==> src/rtl/piccolo_round_sched_pkg.sv <==
// Shared constants and state encoding for the Piccolo round sequencer.
// Round counts, round-index width and the controller FSM states.
package piccolo_round_sched_pkg;

  localparam int RIDX_W = 5;

  localparam logic [RIDX_W-1:0] ROUNDS80  = 5'd25;
  localparam logic [RIDX_W-1:0] ROUNDS128 = 5'd31;

  typedef enum logic [1:0] {
    IDLE = 2'd0,
    RUN  = 2'd1,
    DONE = 2'd2
  } state_e;

  function automatic logic [RIDX_W-1:0] total_rounds(
    input logic ver
  );
    return ver ? ROUNDS128 : ROUNDS80;
  endfunction

endpackage

==> src/rtl/piccolo_round_sched_if.sv <==
// Host and datapath control bundle of the Piccolo round sequencer.
// slave = sequencer side, master = host/datapath side.
interface piccolo_round_sched_if;
  import piccolo_round_sched_pkg::*;

  logic              in_valid;
  logic              in_ready;
  logic              in_version;
  logic              out_valid;
  logic              out_ready;
  logic              dp_load;
  logic              dp_step;
  logic [RIDX_W-1:0] dp_round_base;
  logic [RIDX_W-1:0] dp_nrounds;
  logic              dp_last;
  logic              dp_version;
  logic              busy;

  modport slave (
    input  in_valid,
    input  in_version,
    input  out_ready,
    output in_ready,
    output out_valid,
    output dp_load,
    output dp_step,
    output dp_round_base,
    output dp_nrounds,
    output dp_last,
    output dp_version,
    output busy
  );

  modport master (
    output in_valid,
    output in_version,
    output out_ready,
    input  in_ready,
    input  out_valid,
    input  dp_load,
    input  dp_step,
    input  dp_round_base,
    input  dp_nrounds,
    input  dp_last,
    input  dp_version,
    input  busy
  );

endinterface

==> src/rtl/piccolo_round_sched.sv <==
// Pass sequencer for a partially unrolled Piccolo-80/128 datapath.
// Splits the round count into passes of up to UNROLL rounds.
module piccolo_round_sched
  import piccolo_round_sched_pkg::*;
#(
  parameter int UNROLL = 9
) (
  input  logic                  clk,
  input  logic                  reset,
  piccolo_round_sched_if.slave  bus
);

  localparam logic [5:0] U6 = 6'(UNROLL);

  state_e            state_q, state_d;
  logic [RIDX_W-1:0] base_q, base_d;
  logic [RIDX_W-1:0] rnd_q, rnd_d;
  logic              ver_q, ver_d;

  logic [5:0] remain;
  logic [5:0] nr6;
  logic [5:0] sum6;
  logic       accept;
  logic       last;

  // 6-bit arithmetic keeps base+UNROLL from wrapping
  always_comb begin
    remain = {1'b0, rnd_q} - {1'b0, base_q};
    nr6    = (remain < U6) ? remain : U6;
    sum6   = {1'b0, base_q} + nr6;
    last   = (state_q == RUN) &&
             (sum6 == {1'b0, rnd_q});
    accept = (state_q == IDLE) && bus.in_valid;
  end

  always_comb begin
    state_d = state_q;
    base_d  = base_q;
    rnd_d   = rnd_q;
    ver_d   = ver_q;
    unique case (state_q)
      IDLE: begin
        if (accept) begin
          state_d = RUN;
          ver_d   = bus.in_version;
          rnd_d   = total_rounds(bus.in_version);
          base_d  = '0;
        end
      end
      RUN: begin
        if (last) begin
          state_d = DONE;
          base_d  = '0;
        end else begin
          base_d  = base_q + U6[RIDX_W-1:0];
        end
      end
      DONE: begin
        if (bus.out_ready) begin
          state_d = IDLE;
        end
      end
      default: begin
        state_d = IDLE;
        base_d  = '0;
      end
    endcase
  end

  always_ff @(posedge clk or negedge reset) begin
    if (!reset) begin
      state_q <= IDLE;
      base_q  <= '0;
      rnd_q   <= '0;
      ver_q   <= 1'b0;
    end else begin
      state_q <= state_d;
      base_q  <= base_d;
      rnd_q   <= rnd_d;
      ver_q   <= ver_d;
    end
  end

  always_comb begin
    bus.in_ready      = (state_q == IDLE);
    bus.dp_load       = accept;
    bus.dp_step       = (state_q == RUN);
    bus.dp_round_base = '0;
    bus.dp_nrounds    = '0;
    bus.dp_last       = last;
    bus.out_valid     = (state_q == DONE);
    bus.dp_version    = ver_q;
    bus.busy          = (state_q != IDLE);
    if (state_q == RUN) begin
      bus.dp_round_base = base_q;
      bus.dp_nrounds    = nr6[RIDX_W-1:0];
    end
  end

endmodule

==> src/flat_wrapper.sv <==
// flat-port wrapper written by rule: the top's interface ports become plain ports
module piccolo_round_sched_flat import piccolo_round_sched_pkg::*;
#(
  parameter int UNROLL = 9
)
  (clk, reset, bus_in_valid, bus_in_version, bus_out_ready, bus_in_ready, bus_out_valid, bus_dp_load, bus_dp_step, bus_dp_round_base, bus_dp_nrounds, bus_dp_last, bus_dp_version, bus_busy);
  piccolo_round_sched_if bus_i ();
  input  logic clk;
  input  logic reset;
  input wire logic [$bits(bus_i.in_valid)-1:0] bus_in_valid;
  input wire logic [$bits(bus_i.in_version)-1:0] bus_in_version;
  input wire logic [$bits(bus_i.out_ready)-1:0] bus_out_ready;
  output wire logic [$bits(bus_i.in_ready)-1:0] bus_in_ready;
  output wire logic [$bits(bus_i.out_valid)-1:0] bus_out_valid;
  output wire logic [$bits(bus_i.dp_load)-1:0] bus_dp_load;
  output wire logic [$bits(bus_i.dp_step)-1:0] bus_dp_step;
  output wire logic [$bits(bus_i.dp_round_base)-1:0] bus_dp_round_base;
  output wire logic [$bits(bus_i.dp_nrounds)-1:0] bus_dp_nrounds;
  output wire logic [$bits(bus_i.dp_last)-1:0] bus_dp_last;
  output wire logic [$bits(bus_i.dp_version)-1:0] bus_dp_version;
  output wire logic [$bits(bus_i.busy)-1:0] bus_busy;
  assign bus_i.in_valid = bus_in_valid;
  assign bus_i.in_version = bus_in_version;
  assign bus_i.out_ready = bus_out_ready;
  assign bus_in_ready = bus_i.in_ready;
  assign bus_out_valid = bus_i.out_valid;
  assign bus_dp_load = bus_i.dp_load;
  assign bus_dp_step = bus_i.dp_step;
  assign bus_dp_round_base = bus_i.dp_round_base;
  assign bus_dp_nrounds = bus_i.dp_nrounds;
  assign bus_dp_last = bus_i.dp_last;
  assign bus_dp_version = bus_i.dp_version;
  assign bus_busy = bus_i.busy;
  piccolo_round_sched #(.UNROLL(UNROLL)) u_core (.clk(clk), .reset(reset), .bus(bus_i));
endmodule
==> config.mk <==
export PLATFORM = sky130hd
export DESIGN_NAME = piccolo_round_sched_flat
export DESIGN_NICKNAME = d
export VERILOG_FILES = /design/src/rtl/piccolo_round_sched_pkg.sv /design/src/rtl/piccolo_round_sched_if.sv /design/src/rtl/piccolo_round_sched.sv /design/src/flat_wrapper.sv
export SDC_FILE = /design/constraint.sdc
export NUM_CORES = 1
export LEC_CHECK = 0
export ABC_CLOCK_PERIOD_IN_PS = 5360
export BUFFER_PORTS_ARGS = -buffer_cell sky130_fd_sc_hd__buf_2
export CAP_MARGIN = 20
export CORE_AREA = 4 4 60 62
export DETAILED_ROUTE_END_ITERATION = 8
export DIE_AREA = 0 0 64 66
export GPL_TIMING_DRIVEN = 0
export PLACE_DENSITY = 0.57
export SETUP_SLACK_MARGIN = 0.02
export SLEW_MARGIN = 10
export SYNTH_ARGS = -nofsm -noshare
export SYNTH_HDL_FRONTEND = slang
export SYNTH_SLANG_ARGS = --single-unit
==> constraint.sdc <==
create_clock -name clk -period 5.36 [get_ports clk]
set_input_delay 1.34 -clock clk [delete_from_list [all_inputs] [get_ports clk]]
set_output_delay 1.34 -clock clk [all_outputs]
set_load 0.01 [all_outputs]
==> results of run 1 <==
## metrics by stage
stage               setup TNS [ns]  instance area (sq um)  setup WS, ns  util [%]  cells
floorplan                        0                   1030         0.107         -    120
global placement            -0.395                   1180        -0.395      39.1    184
detailed placement          -0.568                   1180        -0.568      39.1    184
CTS                              0                   1330        0.0330      43.9    196
global route                -0.172                   1490        -0.172      49.2    207
finish                           0                   1490        0.0292      49.2    207
## what timing repair did
action	in CTS	in global routing
buffers inserted	8	11
pin swaps	7	18
setup endpoints to repair	1	1
resized for setup	16	16
## flip-flops by register name, summed over array words and instances, names as in the netlist
signal	cells
u_core.state_q	2
u_core.rnd_q	2
u_core.base_q	5
## kinds of logic (layout without fill, tap and decap cells)
kind of cell | Yosys count | count (layout)
fa+ha+maj | 12 | 12
compound gates | 34 | 34
other cells | 1 | 2
simple gates | 43 | 43
flops | 9 | 9
mux | 2 | 2
buf+inv | 13 | 56
xor+xnor | 5 | 5
## path summary, 6_finish.rpt
path,slack [ns],cells after the start,startpoint,end
worst max-delay path,0.03,15,u_core.base_q[1],bus_dp_last
worst min-delay path,0.58,1,u_core.base_q[3],u_core.base_q[3]
worst max register to register,1.01,18,u_core.base_q[1],u_core.base_q[4]
worst min register to register,0.58,1,u_core.base_q[3],u_core.base_q[3]
max in group asynchronous,4.24,1,reset,u_core.rnd_q[3]
min in group asynchronous,0.91,1,reset,u_core.state_q[0]
## per-layer routing
| metal | up-vias | part of all wire (%) | GRT usage, % |
|---|---|---|---|
| met5 | - | 0 | 0 |
| met4 | 0 | 1.9 | 4.04 |
| met1 | 513 | 43 | 16.5 |
| met3 | 6 | 2.6 | 2.21 |
| met2 | 19 | 52 | 26.3 |
| li1 | 523 | - | - |
## layout make-up
cell class              instances  area share (%)
multi-input cells              98            59.2
repair buffers                 39            16.3
flip-flops and latches          9            15.3
well taps                      44            3.69
inverters                      12            3.19
clock buffers                   3            1.51
plain buffers                   1           0.504
clock inverters                 1           0.336
## cells in the final DEF, fill, tap and decap left out, types with 3 or more instances in the layout
cell type and instances:
buf_4 20, buf_2 20, inv_1 10, nor2_1 10, nand2_1 9, ha_1 8, dfrtp_1 7, a21oi_1 6
a21o_1 4, o2bb2ai_1 3, xor2_1 3, nor3_1 3, clkbuf_4 3
==> impl_metrics.env, run 1 <==
export IMPL_drv_slew=0
export IMPL_synth_common_cells="inv_1 (12), nand2_1 (11), nor2_1 (11)"
export IMPL_crit_buf_inv=2
export IMPL_required_ns=4.02
export IMPL_synth_seq_area_share_pct=22.0
export IMPL_crit_arrival_ns=3.99
export IMPL_initial_core_util_pct=33.8
export IMPL_synth_xor_area_share_pct=4.27
export IMPL_netlist_instances=119
export IMPL_seq_area_sq_um=228
export IMPL_setup_viol=0
export IMPL_synth_top_area_cell="dfrtp_1"
export IMPL_clk_latency_ns=0.26
export IMPL_drtIter0Drc=39
export IMPL_postSynthAreaPerCell_sq_um=8.61
export IMPL_yosysUniqueCellTypes=41
export IMPL_io_buffers=20
export IMPL_placeableCoreArea_sq_um=3030
export IMPL_drc=0
export IMPL_fin_crit_ns=5.33
export IMPL_place_hpwl_microns=2190
export IMPL_dieArea_sq_um=4220
export IMPL_yosys_area_share_simple_pct=21.0
export IMPL_synthMuxAreaShare_pct=2.20
export IMPL_final_net_count=181
export IMPL_drt_pass1_iterations=2
export IMPL_grt_max_degree=10
export IMPL_cp_slowest_stage_delay_ns=0.51
export IMPL_num_antenna_cells=0
export IMPL_grt_antenna_before_repair=0
export IMPL_finalCritPeriodShare_pct=99.5
export IMPL_yosysTopAreaCellShare_pct=22.0
export IMPL_die_h_microns=66
export IMPL_synth_ff_type="dfrtp_1"
export IMPL_pin_count=22
export IMPL_hold_violations=0
export IMPL_synth_compound_area_share_pct=28.9
export IMPL_syn_area_sq_um=1020
export IMPL_synth_adder_area_share_pct=16.1
export IMPL_drive_gt1_share_pct=46.0
export IMPL_die_w_microns=64
export IMPL_vias=1061
export IMPL_async_reset_ff_share_pct=100
export IMPL_endpoint_kind="output pin"
export IMPL_multi_input_area_sq_um=882
export IMPL_routedWlPerCell_microns=14.4
export IMPL_setup_worst_path_start_class="flip-flop"
export IMPL_cp_max_fo=6
export IMPL_clkTransAtPathRegs_ns=0.07
export IMPL_synth_enable_flop_cells=0
export IMPL_slowest_stage="dfrtp_1"
export IMPL_core_rowCount=20
export IMPL_wirelength_microns=2990
export IMPL_htree_levels=1
export IMPL_cts_root_buffer="clkbuf_4"
export IMPL_overflow=0
export IMPL_yosysMostFrequentCell="inv_1"
export IMPL_grt_pass1_vias=1036
export IMPL_fin_skew_ns=0.00721
export IMPL_worstSetupPathType="reg2out"
export IMPL_antenna_left=0
export IMPL_cts_inserted_buffers=3
export IMPL_ys_ff_latch=9
export IMPL_avgViaCountPerCell=5.13
export IMPL_drv_cap=0
export IMPL_status="finished, final reports clean"
export IMPL_fill_cells=305
export IMPL_synthTopCellsByArea="dfrtp_1 (22%), ha_1 (12%), inv_1 (4.4%)"
export IMPL_cts_hold_buffers_added=0
export IMPL_area_growth_pct=45.4
export IMPL_cts_tree="done"
export IMPL_synth_top_family_by_area="compound AO/OA/AOI/OAI gates"
export IMPL_path_cells="inv_1 -> fa_2 -> a21o_1 -> a21oi_2 -> mux2_4 -> and2_4 -> a21boi_2 -> fa_2 -> a21o_1 -> nand2_2 -> xnor2_2 -> o311ai_1 -> o211ai_1 -> nor4_2 -> buf_2"
export IMPL_clock_path_buffers=2
export IMPL_fmax_mhz=188
export IMPL_synth_warnings=0
export IMPL_place_congestion=0.817
export IMPL_rsz0062_at_grt="yes"
export IMPL_cts_sinks=9
export IMPL_grt_pass1_wl_microns=4690
export IMPL_worst_hold_slack_ns=0.576
export IMPL_hp_class="reg2reg"
export IMPL_path_delay_family="compound AO/OA/AOI/OAI gates"
export IMPL_grt_total_usage_pct=14.1
Power of run 1 is left out: the tool's default activity adds up to more than one toggle a clock period on the data nets, which glitch-free logic cannot reach.
==> run 2, diff against run 1 <==
Settings changed: ABC_CLOCK_PERIOD_IN_PS 5360 to 5900, SLEW_MARGIN 10 to 20.
Clock period 5.36 ns to 5.9 ns, I/O delays scaled along.
==> run 2 against run 1 <==
Against the previous run:
- non-clock buffer count fell by 13
- hold slack got worse by 0.0067 ns
- clock-buffer cell count did not move
- worst setup slack improved by 0.16 ns
- global-route usage fell by 0.68 points
- die area did not move
- critical endpoint unchanged
==> impl_metrics.env, run 2 (synthesized netlist as in run 1, its figures left out) <==
export IMPL_ff2ff_setup_slack_ns=1.35
export IMPL_top_usage_layer="met2"
export IMPL_grt_pass1_vias=984
export IMPL_drt_pass1_iterations=4
export IMPL_worstHoldStart="u_core.base_q[3]"
export IMPL_cp_slowest_stage_delay_ns=0.45
export IMPL_worstSetupPathType="reg2out"
export IMPL_setup_viol=0
export IMPL_endpoint_kind="output pin"
export IMPL_overflow=0
export IMPL_fin_cells=194
export IMPL_drv_cap=0
export IMPL_dieArea_sq_um=4220
export IMPL_reg_top3="u_core.base_q: 5 flops, u_core.rnd_q: 2 flops, u_core.state_q: 2 flops"
export IMPL_routedWlPerCell_microns=13.9
export IMPL_slowest_stage="dfrtp_2"
export IMPL_initial_core_util_pct=33.8
export IMPL_cts_sinks=9
export IMPL_avgViaCountPerCell=5.14
export IMPL_fin_crit_ns=5.71
export IMPL_rsz0062_at_grt="no"
export IMPL_required_ns=4.43
export IMPL_hp_class="reg2reg"
export IMPL_wirelength_microns=2700
export IMPL_final_common_cell="buf_2"
export IMPL_place_congestion=0.817
export IMPL_placeableCoreArea_sq_um=3030
export IMPL_fill_cells=322
export IMPL_crit_arrival_ns=4.24
export IMPL_path_cells="inv_2 -> ha_1 -> inv_1 -> fa_2 -> xnor2_2 -> nor4bb_4 -> a211o_2 -> buf_4 -> and3_1 -> fa_1 -> a21o_1 -> nand2_1 -> xnor2_1 -> o311ai_1 -> o211ai_1 -> nor4_2 -> buf_2"
export IMPL_final_net_count=168
export IMPL_io_buffers=20
export IMPL_fmax_mhz=175
export IMPL_met1_usage_pct=15.5
export IMPL_core_rowCount=20
export IMPL_area_growth_pct=29.2
export IMPL_pin_count=22
export IMPL_grt_pass1_wl_microns=4460
export IMPL_antenna_left=0
export IMPL_cts_root_buffer="clkbuf_4"
export IMPL_placed_cells=184
export IMPL_reg2reg_depth=20
export IMPL_post_route_util_pct=43.7
export IMPL_min_to="u_core.base_q[3]"
export IMPL_hold_violations=0
export IMPL_drtIter0Drc=35
export IMPL_largest_register="u_core.base_q"
export IMPL_grt_max_degree=10
export IMPL_finalCritPeriodShare_pct=96.8
export IMPL_cts_tree="done"
export IMPL_largest_register_ffs=5
export IMPL_grt_antenna_before_repair=0
export IMPL_die_w_microns=64
export IMPL_die_h_microns=66
export IMPL_htree_levels=1
export IMPL_final_cell_mix="buf_2 (20), inv_1 (11), nor2_1 (11), nand2_1 (11), ha_1 (10)"
export IMPL_use_met3_pct=2.21
export IMPL_cts_inserted_buffers=3
export IMPL_path_delay_family="adder cells"
export IMPL_rr_startpoint="u_core.rnd_q[3]"
export IMPL_reg2reg_to="u_core.base_q[4]"
export IMPL_crit_buf_inv=4
export IMPL_vias=997
export IMPL_status="finished, final reports clean"
export IMPL_cp_max_fo=6
export IMPL_setup_worst_path_start_class="flip-flop"
export IMPL_fin_skew_ns=0.00991
export IMPL_seq_area_sq_um=228
export IMPL_drc=0
export IMPL_drive_gt1_share_pct=32.7
export IMPL_place_hpwl_microns=2190
export IMPL_drv_slew=0
export IMPL_clkTransAtPathRegs_ns=0.07
export IMPL_grtUsageMet2_pct=25.5
export IMPL_whs_path_depth=1
export IMPL_num_antenna_cells=0
export IMPL_clk_latency_ns=0.27
export IMPL_grt_total_usage_pct=13.5
export IMPL_multi_input_area_sq_um=816
export IMPL_clock_path_buffers=2
## run 2: cell types whose count changed in the layout (fill, tap and decap cells not counted), moves of 2 or more
cell / change
ha_4: -2
buf_4: -13
ha_1: +2
nand2_2: -2
nand2_1: +2
## run 2: how the worst max path moves through the flow
stage / from / endpoint / slack [ns] / cells past startpoint
final: u_core.rnd_q[3] / bus_dp_last / 0.19 / 17
after global routing: u_core.rnd_q[3] / bus_dp_last / 0.01 / 17
after CTS: u_core.rnd_q[3] / bus_dp_last / 0.03 / 17
after detailed placement: u_core.rnd_q[3] / bus_dp_last / -0.16 / 17
after global placement: u_core.rnd_q[3] / bus_dp_last / 0.01 / 17
after floorplan: u_core.rnd_q[3] / bus_dp_last / 0.51 / 16
## run 2: final cells by class
type	count	share of cell area [%]
sequential	9	17.2
multi-input combinational	98	61.6
clock inverter	1	0.378
clock buffer	3	1.70
inverter	12	3.40
buffer	1	0.567
tap	44	4.16
timing repair buffer	26	11.0
## run 2: worst register-to-register path: stages, from the launching register on
cell      delay [ns]
dfrtp_2         0.45
inv_2           0.10
ha_1            0.17
inv_1           0.06
fa_2            0.37
xnor2_2         0.16
nor4bb_4        0.17
a211o_2         0.31
buf_4           0.15
and3_1          0.21
fa_1            0.44
a21o_1          0.21
nand2_1         0.10
xnor2_1         0.07
o311ai_1        0.26
o211ai_1        0.18
buf_4           0.16
buf_4           0.13
o31ai_4         0.36
nor3_1          0.10
a211o_1         0.27
## run 2: timing repair
item / 4_1_cts / 5_1_grt
setup endpoints to repair: 1 / 1
gates resized for setup: 10 / 7
hold buffers: 0 / 0
pin swaps: 2 / 4
buffers inserted: 1 / 5
## run 2: per-layer routing
metal / wire length, microns / part of all wire [%]
met5: 0 / 0
met2: 1400 / 52
met3: 100 / 3.7
met4: 25 / 0.93
met1: 1170 / 43
## run 2: through the flow
stage / worst slack (ns) / cell area (sq um) / hold slack [ns] / setup TNS, ns
finish: 0.188 / 1320 / 0.570 / 0
global route: 0.0142 / 1320 / 0.585 / 0
CTS: 0.0323 / 1270 / 0.572 / 0
detailed placement: -0.163 / 1180 / 0.555 / -0.163
global placement: 0.0101 / 1180 / 0.556 / 0
floorplan: 0.512 / 1030 / 0.505 / 0
Power of run 2 is left out for the same reason.
